### src/rtl/alu_pkg.sv
// ---------------------------------------------------------------------------
// alu_pkg
// Shared definitions for the ALU arbiter slice.
//   - ALU control-code constants (AND, OR, ADD, SUB, SLT)
//   - FSM state enum used by the arbiter
//   - usesSubtract(): tells whether a control code routes B through the
//     inverter so the single adder computes A - B
// ---------------------------------------------------------------------------
package alu_pkg;

    localparam logic [2:0] ALU_AND = 3'b000;
    localparam logic [2:0] ALU_OR  = 3'b001;
    localparam logic [2:0] ALU_ADD = 3'b010;
    localparam logic [2:0] ALU_SUB = 3'b110;
    localparam logic [2:0] ALU_SLT = 3'b111;

    typedef enum logic [1:0] {
        ST_IDLE = 2'd0,
        ST_EXEC = 2'd1,
        ST_RESP = 2'd2
    } state_t;

    // SUB and SLT both need A - B from the one shared adder.
    function automatic logic usesSubtract(input logic [2:0] code);
        return (code == ALU_SUB) || (code == ALU_SLT);
    endfunction

endpackage

### src/rtl/alu.sv
// ---------------------------------------------------------------------------
// alu
// Combinational 32-bit ALU with a single adder shared by ADD, SUB and SLT.
// Ports:
//   srca, srcb  : 32-bit operands
//   alucontrol  : 3-bit control code (see alu_pkg)
//   aluout      : 32-bit result, modulo 2^32
//   zero        : high when aluout is zero
// Codes without an operation (011, 100, 101) pass srca through unchanged.
// ---------------------------------------------------------------------------
module alu (
    input  logic [31:0] srca,
    input  logic [31:0] srcb,
    input  logic [2:0]  alucontrol,
    output logic [31:0] aluout,
    output logic        zero
);
    import alu_pkg::*;

    logic        w_sub;
    logic [31:0] w_bOperand;
    logic [31:0] w_sum;

    // Two's-complement subtract: A + ~B + 1 through the same adder.
    assign w_sub      = usesSubtract(alucontrol);
    assign w_bOperand = w_sub ? ~srcb : srcb;
    assign w_sum      = srca + w_bOperand + {31'b0, w_sub};

    // SLT takes the sign of the difference directly, without overflow correction.
    always_comb begin
        aluout = srca;
        case (alucontrol)
            ALU_AND: aluout = srca & srcb;
            ALU_OR:  aluout = srca | srcb;
            ALU_ADD: aluout = w_sum;
            ALU_SUB: aluout = w_sum;
            ALU_SLT: aluout = {31'b0, w_sum[31]};
            default: aluout = srca;
        endcase
    end

    assign zero = (aluout == 32'd0);

endmodule

### src/rtl/alu_arbiter.sv
// ---------------------------------------------------------------------------
// alu_arbiter
// Round-robin arbiter sharing one ALU among NREQ requesters, one operation
// in flight at a time (IDLE -> EXEC -> RESP -> IDLE).
// Ports:
//   clk, rst_n         : clock, asynchronous active-low reset
//   req_valid/ready    : per-requester operation handshake (ready is
//                        combinational, only in IDLE)
//   req_srca/srcb/ctrl : per-requester operands and control code
//   rsp_valid/ready    : per-requester response handshake
//   rsp_aluout/zero    : registered shared result and zero flag
//   busy               : high whenever the FSM is not in IDLE
//   op_count           : completed responses since reset (wraps)
// ---------------------------------------------------------------------------
module alu_arbiter #(
    parameter int NREQ = 2,
    parameter int CNTW = 16
) (
    input  logic                  clk,
    input  logic                  rst_n,
    input  logic [NREQ-1:0]       req_valid,
    output logic [NREQ-1:0]       req_ready,
    input  logic [NREQ-1:0][31:0] req_srca,
    input  logic [NREQ-1:0][31:0] req_srcb,
    input  logic [NREQ-1:0][2:0]  req_ctrl,
    output logic [NREQ-1:0]       rsp_valid,
    input  logic [NREQ-1:0]       rsp_ready,
    output logic [31:0]           rsp_aluout,
    output logic                  rsp_zero,
    output logic                  busy,
    output logic [CNTW-1:0]       op_count
);
    import alu_pkg::*;

    localparam int            GW         = (NREQ > 1) ? $clog2(NREQ) : 1;
    localparam logic [GW-1:0] LAST_RESET = GW'(NREQ - 1);

    state_t          r_state;
    logic [GW-1:0]   r_lastGrant;
    logic [GW-1:0]   r_grant;
    logic [31:0]     r_srca;
    logic [31:0]     r_srcb;
    logic [2:0]      r_ctrl;
    logic [31:0]     r_aluout;
    logic            r_zero;
    logic [CNTW-1:0] r_opCount;
    logic [NREQ-1:0] r_rspValid;
    logic            r_busy;

    logic            w_grantFound;
    logic [GW-1:0]   w_grantIdx;
    logic [NREQ-1:0] w_respOneHot;
    logic [31:0]     w_aluout;
    logic            w_zero;

    // Round-robin search starting one past the last served requester.
    // The inner loop keeps every select index constant after unrolling.
    always_comb begin
        w_grantFound = 1'b0;
        w_grantIdx   = '0;
        for (int k = 1; k <= NREQ; k++) begin
            for (int i = 0; i < NREQ; i++) begin
                if (!w_grantFound && req_valid[i] &&
                    (i == ((int'(r_lastGrant) + k) % NREQ))) begin
                    w_grantFound = 1'b1;
                    w_grantIdx   = GW'(i);
                end
            end
        end
    end

    // req_ready is gated by rst_n so it stays low while reset is held.
    always_comb begin
        req_ready    = '0;
        w_respOneHot = '0;
        for (int i = 0; i < NREQ; i++) begin
            req_ready[i]    = rst_n && (r_state == ST_IDLE) && w_grantFound &&
                              (w_grantIdx == GW'(i));
            w_respOneHot[i] = (r_grant == GW'(i));
        end
    end

    alu u_alu (
        .srca       (r_srca),
        .srcb       (r_srcb),
        .alucontrol (r_ctrl),
        .aluout     (w_aluout),
        .zero       (w_zero)
    );

    // Single FSM block; busy and rsp_valid are registered alongside the state.
    always_ff @(posedge clk or negedge rst_n) begin
        if (!rst_n) begin
            r_state     <= ST_IDLE;
            r_lastGrant <= LAST_RESET;
            r_grant     <= '0;
            r_srca      <= '0;
            r_srcb      <= '0;
            r_ctrl      <= '0;
            r_aluout    <= '0;
            r_zero      <= 1'b0;
            r_opCount   <= '0;
            r_rspValid  <= '0;
            r_busy      <= 1'b0;
        end else begin
            case (r_state)
                ST_IDLE: begin
                    if (w_grantFound) begin
                        r_srca  <= req_srca[w_grantIdx];
                        r_srcb  <= req_srcb[w_grantIdx];
                        r_ctrl  <= req_ctrl[w_grantIdx];
                        r_grant <= w_grantIdx;
                        r_busy  <= 1'b1;
                        r_state <= ST_EXEC;
                    end
                end
                ST_EXEC: begin
                    r_aluout   <= w_aluout;
                    r_zero     <= w_zero;
                    r_rspValid <= w_respOneHot;
                    r_state    <= ST_RESP;
                end
                ST_RESP: begin
                    // Only the granted requester's rsp_ready can end the response.
                    if (rsp_ready[r_grant]) begin
                        r_lastGrant <= r_grant;
                        r_opCount   <= r_opCount + CNTW'(1);
                        r_rspValid  <= '0;
                        r_busy      <= 1'b0;
                        r_state     <= ST_IDLE;
                    end
                end
                default: r_state <= ST_IDLE;
            endcase
        end
    end

    assign rsp_valid  = r_rspValid;
    assign rsp_aluout = r_aluout;
    assign rsp_zero   = r_zero;
    assign busy       = r_busy;
    assign op_count   = r_opCount;

endmodule

### config.mk
export PLATFORM = sky130hd
export DESIGN_NAME = alu_arbiter
export DESIGN_NICKNAME = d
export VERILOG_FILES = /design/src/rtl/alu_pkg.sv /design/src/rtl/alu.sv /design/src/rtl/alu_arbiter.sv
export SDC_FILE = /design/constraint.sdc
export NUM_CORES = 1
export LEC_CHECK = 0
export ABC_AREA = 1
export BUFFER_PORTS_ARGS = -buffer_cell sky130_fd_sc_hd__buf_4
export CAP_MARGIN = 10
export CORE_MARGIN = 5
export CORE_UTILIZATION = 47
export CTS_CLUSTER_DIAMETER = 60
export DETAILED_ROUTE_END_ITERATION = 7
export PLACE_DENSITY = 0.68
export SLEW_MARGIN = 20
export SYNTH_ARGS = -nofsm -noshare
export SYNTH_HDL_FRONTEND = slang
export SYNTH_HIERARCHICAL = 1
export SYNTH_SLANG_ARGS = --single-unit
### constraint.sdc
create_clock -name clk -period 3.7 [get_ports clk]
set_clock_uncertainty 0.15 [all_clocks]
set_input_delay 0.37 -clock clk [delete_from_list [all_inputs] [get_ports clk]]
set_output_delay 0.37 -clock clk [all_outputs]
set_load 0.1 [all_outputs]
==> flow_summary_export.csv, run 1 <==
group,metric,value,unit
layout,layout-drive-gt1-share,0.208,
floorplan,fp-row-count,51,
layout,seqCellArea,3080,sq um
timing,max_freq,289,MHz
placement,hpwl,25900,um
layout,utilization,0.602,
timing,fin_setup_tns,0,ps
placement,dp_slack,125,ps
logic_synthesis,netlist_area,9380,sq um
logic_synthesis,synth_cells,1382,
detailed_routing,vias,9875,
hold_path,hold_path_class,"input port to flop",
timing,hold_violations,0,
floorplan,io_pins,194,
grt,antenna_found_initial,0,
timing,max-slew-margin-rel,0.361,
clock_tree,worstSkewPairLatency,430,ps
worst_setup_path,crit_fanout,14,
timing,period_needed,3460,ps
clock_tree,clk_pin_slew,60,ps
logic_synthesis,syn_avg_cell_area,6.79,sq um
placement,numPortBuffers,193,
worst_setup_path,critical-path-slowest-cell,"dfrtp_1",
floorplan,fp.dieW,151,um
layout,fillerInstances,1864,
worst_setup_path,critPathMaxStageDelay,410,ps
logic_synthesis,synth_ff_type,"dfrtp_1",
detailed_routing,via_per_inst,5.35,
logic_synthesis,syn_nets,1559,
worst_setup_path,cp_top_family,"simple AND/OR/NAND/NOR gates",
worst_setup_path,cp.buffers_inverters,3,
layout,nNetsFinal,1746,
layout,multiInputGateArea,5450,sq um
worst_setup_path,crit_type,"flop to flop",
grt,grt-ovfl-total,0,
logic_synthesis,synth_edf_count,0,
logic_synthesis,ys_seq_area_frac,0.328,
detailed_routing,routed_wl,33100,um
detailed_routing,antenna_left,0,
clock_tree,htreeDepth,4,
layout,layout_commonest_cell,"nand2_1",
timing,slew_viol_final,0,
logic_synthesis,ys_async_sr_fraction,1.00,
logic_synthesis,ys_warn_count,6,
grt,track_usage,0.292,
logic_synthesis,synthDistinctLibCells,44,
hold_path,holdPathStages,3,
worst_setup_path,setup.worst_path.start_class,"flop",
timing,timing.final.setup_violations,0,
clock_tree,clock-sinks,123,
clock_tree,cts_root_buf,"clkbuf_16",
timing,period_share,0.936,
grt,grt_pass1_wl,51700,um
worst_setup_path,critical_path.cell_chain,"nand2_4 > buf_12 > buf_4 > xnor2_1 > ha_1 > nand2_1 > inv_1 > nand2_1 > nand2_1 > nand2_1 > and2_1 > nor2_1 > nor2_1 > nand3_1 > nand3_1 > nand4_1 > nor2_1 > nand3_2 > nor2_1 > mux2_2",
worst_setup_path,worst-path-stages,20,
grt,grt_max_degree,70,
clock_tree,numCtsBuffers,17,
floorplan,die-area,22900,sq um
worst_setup_path,worstPathRequired,3900,ps
timing,timing.final.ws_setup,239,ps
outcome,status,"completed",
layout,antenna_cells,0,
worst_setup_path,end_kind,"flop",
detailed_routing,dr.first_iter.drc_count,761,
worst_setup_path,arrival,3660,ps
job,maxCapViolations,0,
timing,rsz0062_at_grt,"no",
timing,tightestPinTransition,957,ps
clock_tree,cts_tree,"done",
floorplan,core,19600,sq um
placement,place.gp.congestion,1.04,
logic_synthesis,ys_seq_elements,123,
clock_tree,post_cts_buffers,0,
grt,grt_pass1_vias,9411,
clock_tree,clockBufferDepth,2,
detailed_routing,wire_per_inst,17.9,um
layout,layout_common_cells,"nand2_1, buf_4, inv_1, o21ai_0, nor2_1",
detailed_routing,first_pass_iters,5,
worst_setup_path,reg2reg_depth,20,
floorplan,initial_core_util,0.479,
detailed_routing,post-route-drc-count,0,
layout,syn2layout_area_growth,25.7,%
floorplan,fp.dieH,151,um
metrics by stage:
step                      hold slack, ps  cells  cell area (sq um)
after detailed placement             212   1813              11100
final                               48.6   1847              11800
after floorplan                    -75.6   1382               9380
after global routing                59.5   1847              11800
after CTS                           36.5   1846              11700
after global placement               213   1813              11100
final cells by class:
| type | count | share of cell area |
|---|---|---|
| Inverter | 174 | 0.0554 |
| Clock inverter | 14 | 0.0156 |
| Clock buffer | 18 | 0.0372 |
| Tap cell | 265 | 0.0281 |
| Timing Repair Buffer | 214 | 0.140 |
| Multi-Input combinational cell | 1039 | 0.462 |
| Sequential cell | 123 | 0.261 |
Yosys cell counts (14+ instances only):
| library cell | number | area, sq um |
|---|---|---|
| a21oi_1 | 41 | 205 |
| buf_2 | 20 | 100 |
| clkbuf_1 | 15 | 56.3 |
| dfrtp_1 | 122 | 3050 |
| ha_1 | 36 | 450 |
| inv_1 | 168 | 631 |
| mux2_2 | 33 | 372 |
| nand2_1 | 393 | 1480 |
| nand3_1 | 88 | 440 |
| nand4_1 | 17 | 106 |
| nor2_1 | 141 | 529 |
| nor2_2 | 14 | 87.6 |
| o21ai_0 | 141 | 706 |
| o21ai_1 | 20 | 100 |
| xnor2_1 | 26 | 228 |
| xor2_1 | 14 | 123 |
worst min-delay path, cell delays in order:
cell and delay (ps):
buf_4 80, nor2_1 30, o21ai_1 110
logic make-up (layout without fill, tap and decap cells):
logic type      count (synthesis)  count (layout)  share of synthesized area
fa+ha+maj                      50              50                     0.0640
buf+inv                       220             420                     0.0936
xor+xnor                       40              40                     0.0373
mux                            33              33                     0.0396
flops                         123             123                      0.328
compound gates                225             225                      0.127
simple gates                  691             691                      0.310
path summary, 6_finish.rpt:
kind / slack [ps] / from / endpoint
max reg2reg: 240 / r_ctrl[2] / rsp_zero
min in group asynchronous: 290 / rst_n / r_srcb[5]
max: 240 / r_ctrl[2] / rsp_zero
min: 50 / req_srcb[34] / r_srcb[2]
min reg2reg: 350 / r_lastGrant / r_lastGrant
max in group asynchronous: 1890 / rst_n / r_srca[19]
repair_timing:
| action | CTS | global route |
|---|---|---|
| hold buffers | 1 | 0 |
| resized for setup | 0 | 6 |
| endpoints found under the hold margin | 29 | 0 |
| endpoints found under the setup margin | 0 | 1 |
state kept, by name, summed over array words and instances, names as in the netlist:
name and cells:
r_lastGrant 1, r_state 2, busy 1, r_srca 32, r_srcb 32, op_count 16
r_grant 1, rsp_valid 2, rsp_aluout 32, rsp_zero 1, r_ctrl 3
routing by layer:
layer / vias to the layer above / share of wire / track usage
li1: 4827 / - / -
met1: 4576 / 0.45 / 0.428
met2: 439 / 0.43 / 0.428
met3: 33 / 0.099 / 0.0850
met4: 0 / 0.017 / 0.0630
met5: - / 0 / 0
Power of run 1 is not shown: default switching activity piles up to over one toggle a cycle in this logic, so the estimate is an artifact.
==> run 2: changes to the inputs <==
- CELL_PAD_IN_SITES_DETAIL_PLACEMENT: default -> 0
- CELL_PAD_IN_SITES_GLOBAL_PLACEMENT: default -> 1
- CORE_UTILIZATION: 47 -> 40
- PLACE_DENSITY: 0.68 -> 0.8
==> run 2 against run 1 <==
Effect of this change: clock-buffer cell count is 1 lower; global-route usage is 4.4 points lower; die area grew 16%; fmax barely moved; sequential share of layout area is essentially flat; core utilization is 9.6 points lower; routed wire length is 0.34% higher; final area shrank 0.21%; first-iteration DRC count grew 9.2%; critical path type unchanged; critical endpoint unchanged.
==> flow_summary_export.csv, run 2 (synthesis gave the netlist of run 1 again) <==
group,metric,value,unit
clock_tree,htreeDepth,4,
grt,grt_pass1_wl,51400,um
clock_tree,cts_tree,"done",
worst_setup_path,cp-startpoint,"r_ctrl[1]",
detailed_routing,vias,9637,
worst_setup_path,endpoint,"rsp_zero",
worst_setup_path,cp.buffers_inverters,2,
worst_setup_path,critPathMaxStageDelay,420,ps
worst_setup_path,reg2reg_depth,19,
floorplan,core,23300,sq um
detailed_routing,first_pass_iters,5,
timing,max-slew-margin-rel,0.321,
worst_setup_path,arrival,3660,ps
placement,place.gp.congestion,0.958,
placement,numPortBuffers,193,
clock_tree,worstSkewPairLatency,410,ps
timing,slew_viol_final,0,
clock_tree,clock-sinks,123,
floorplan,fp.dieH,163,um
floorplan,die-area,26600,sq um
floorplan,initial_core_util,0.403,
placement,hpwl,26600,um
floorplan,fp.dieW,163,um
worst_setup_path,worstPathRequired,3900,ps
worst_setup_path,end_kind,"flop",
worst_setup_path,crit_type,"flop to flop",
grt,grt-ovfl-total,0,
floorplan,io_pins,194,
layout,layout_common_cells,"nand2_1, buf_4, inv_1, o21ai_0, nor2_1",
clock_tree,cts_root_buf,"clkbuf_16",
outcome,status,"completed",
timing,hold_violations,0,
worst_setup_path,critical-path-slowest-cell,"dfrtp_1",
clock_tree,clk_pin_slew,60,ps
layout,layout-drive-gt1-share,0.203,
detailed_routing,routed_wl,33200,um
floorplan,fp-row-count,56,
detailed_routing,via_per_inst,5.09,
layout,antenna_cells,0,
worst_setup_path,cpMostUsedCell,"nand2_1",
grt,grt_max_degree,70,
worst_setup_path,setup.worst_path.start_class,"flop",
detailed_routing,antenna_left,0,
worst_setup_path,cp_top_family,"simple AND/OR/NAND/NOR gates",
worst_setup_path,timing.rr.start,"r_ctrl[1]",
grt,track_usage,0.249,
grt,antenna_found_initial,1,
grt,grt_pass1_vias,9171,
timing,rsz0062_at_grt,"no",
layout,layout_commonest_cell,"nand2_1",
worst_setup_path,critical_path.cell_chain,"nand2_4 > buf_12 > xor2_1 > ha_1 > nand2_1 > nor2_2 > inv_1 > nor3_2 > nand3_1 > nand2_1 > nand2_1 > nand3_1 > nand2_1 > nor2_1 > nand2_1 > nor2_1 > nand3_1 > nor2_1 > mux2_2",
layout,syn2layout_area_growth,25.4,%
clock_tree,numCtsBuffers,17,
timing,max_freq,289,MHz
hold_path,hold_path_class,"input port to flop",
timing,timing.final.setup_violations,0,
worst_setup_path,worst-path-stages,19,
timing,period_share,0.936,
timing,period_needed,3460,ps
worst_setup_path,r2r_slack,240,ps
timing,fin_setup_tns,0,ps
worst_setup_path,regToRegEndpoint,"rsp_zero",
detailed_routing,wire_per_inst,17.5,um
detailed_routing,dr.first_iter.drc_count,831,
worst_setup_path,crit_fanout,20,
layout,nNetsFinal,1740,
detailed_routing,post-route-drc-count,0,
clock_tree,clockBufferDepth,2,
job,maxCapViolations,0,
timing,tightestPinTransition,1020,ps
-- run 2: cell type report --
cell class	instances	area, sq um
inverters	174	653
multi-input cells	1039	5450
clock buffers	17	425
flip-flops and latches	123	3080
repair buffers	208	1590
clock inverters	14	174
fillers	2439	11500
well taps	319	399
-- run 2: through the flow --
stage          instance area (sq um)  std cells   util  setup WS, ps  hold slack [ps]
4_1_cts                        11800       1894  0.505           103             48.4
3_5_place_dp                   11100       1862  0.479           125              187
5_1_grt                        11800       1894  0.506          17.9             63.7
6_report                       11800       1894  0.506           239             64.1
2_1_floorplan                   9380       1382      -           222            -75.6
3_3_place_gp                   11100       1862  0.479           109              186
-- run 2: repair_timing --
item	in CTS	in global routing
hold buffers	1	0
setup endpoints to repair	0	1
buffers inserted	0	0
resized for setup	0	4
endpoints found under the hold margin	27	0
-- run 2: how the worst min path moves through the flow --
stage / slack [ps] / from / cells after the start / to
final: 60 / req_srca[62] / 3 / r_srca[30]
after detailed placement: 190 / rst_n / 1 / r_srca[12]
after floorplan: -80 / rst_n / 0 / busy
after global routing: 60 / req_srca[56] / 3 / r_srca[24]
after CTS: 50 / req_srca[62] / 3 / r_srca[30]
after global placement: 190 / rst_n / 1 / r_srca[12]
-- run 2: layer usage --
layer / up-vias / track usage / share of wire
met4: 2 / 0.0511 / 0.012
met2: 315 / 0.372 / 0.44
met5: - / 0 / 0.00039
li1: 4809 / - / -
met3: 33 / 0.0613 / 0.081
met1: 4478 / 0.366 / 0.47
-- run 2: worst register-to-register path, cell delays in order, from the launching register on --
cell and delay [ps]:
dfrtp_1 420, nand2_4 170, buf_12 220, xor2_1 150, ha_1 380, nand2_1 150, nor2_2 210, inv_1 70
nor3_2 230, nand3_1 150, nand2_1 90, nand2_1 40, nand3_1 120, nand2_1 70, nor2_1 120, nand2_1 70
nor2_1 170, nand3_1 160, nor2_1 110, mux2_2 150
Power of run 2 is left out for the same reason.
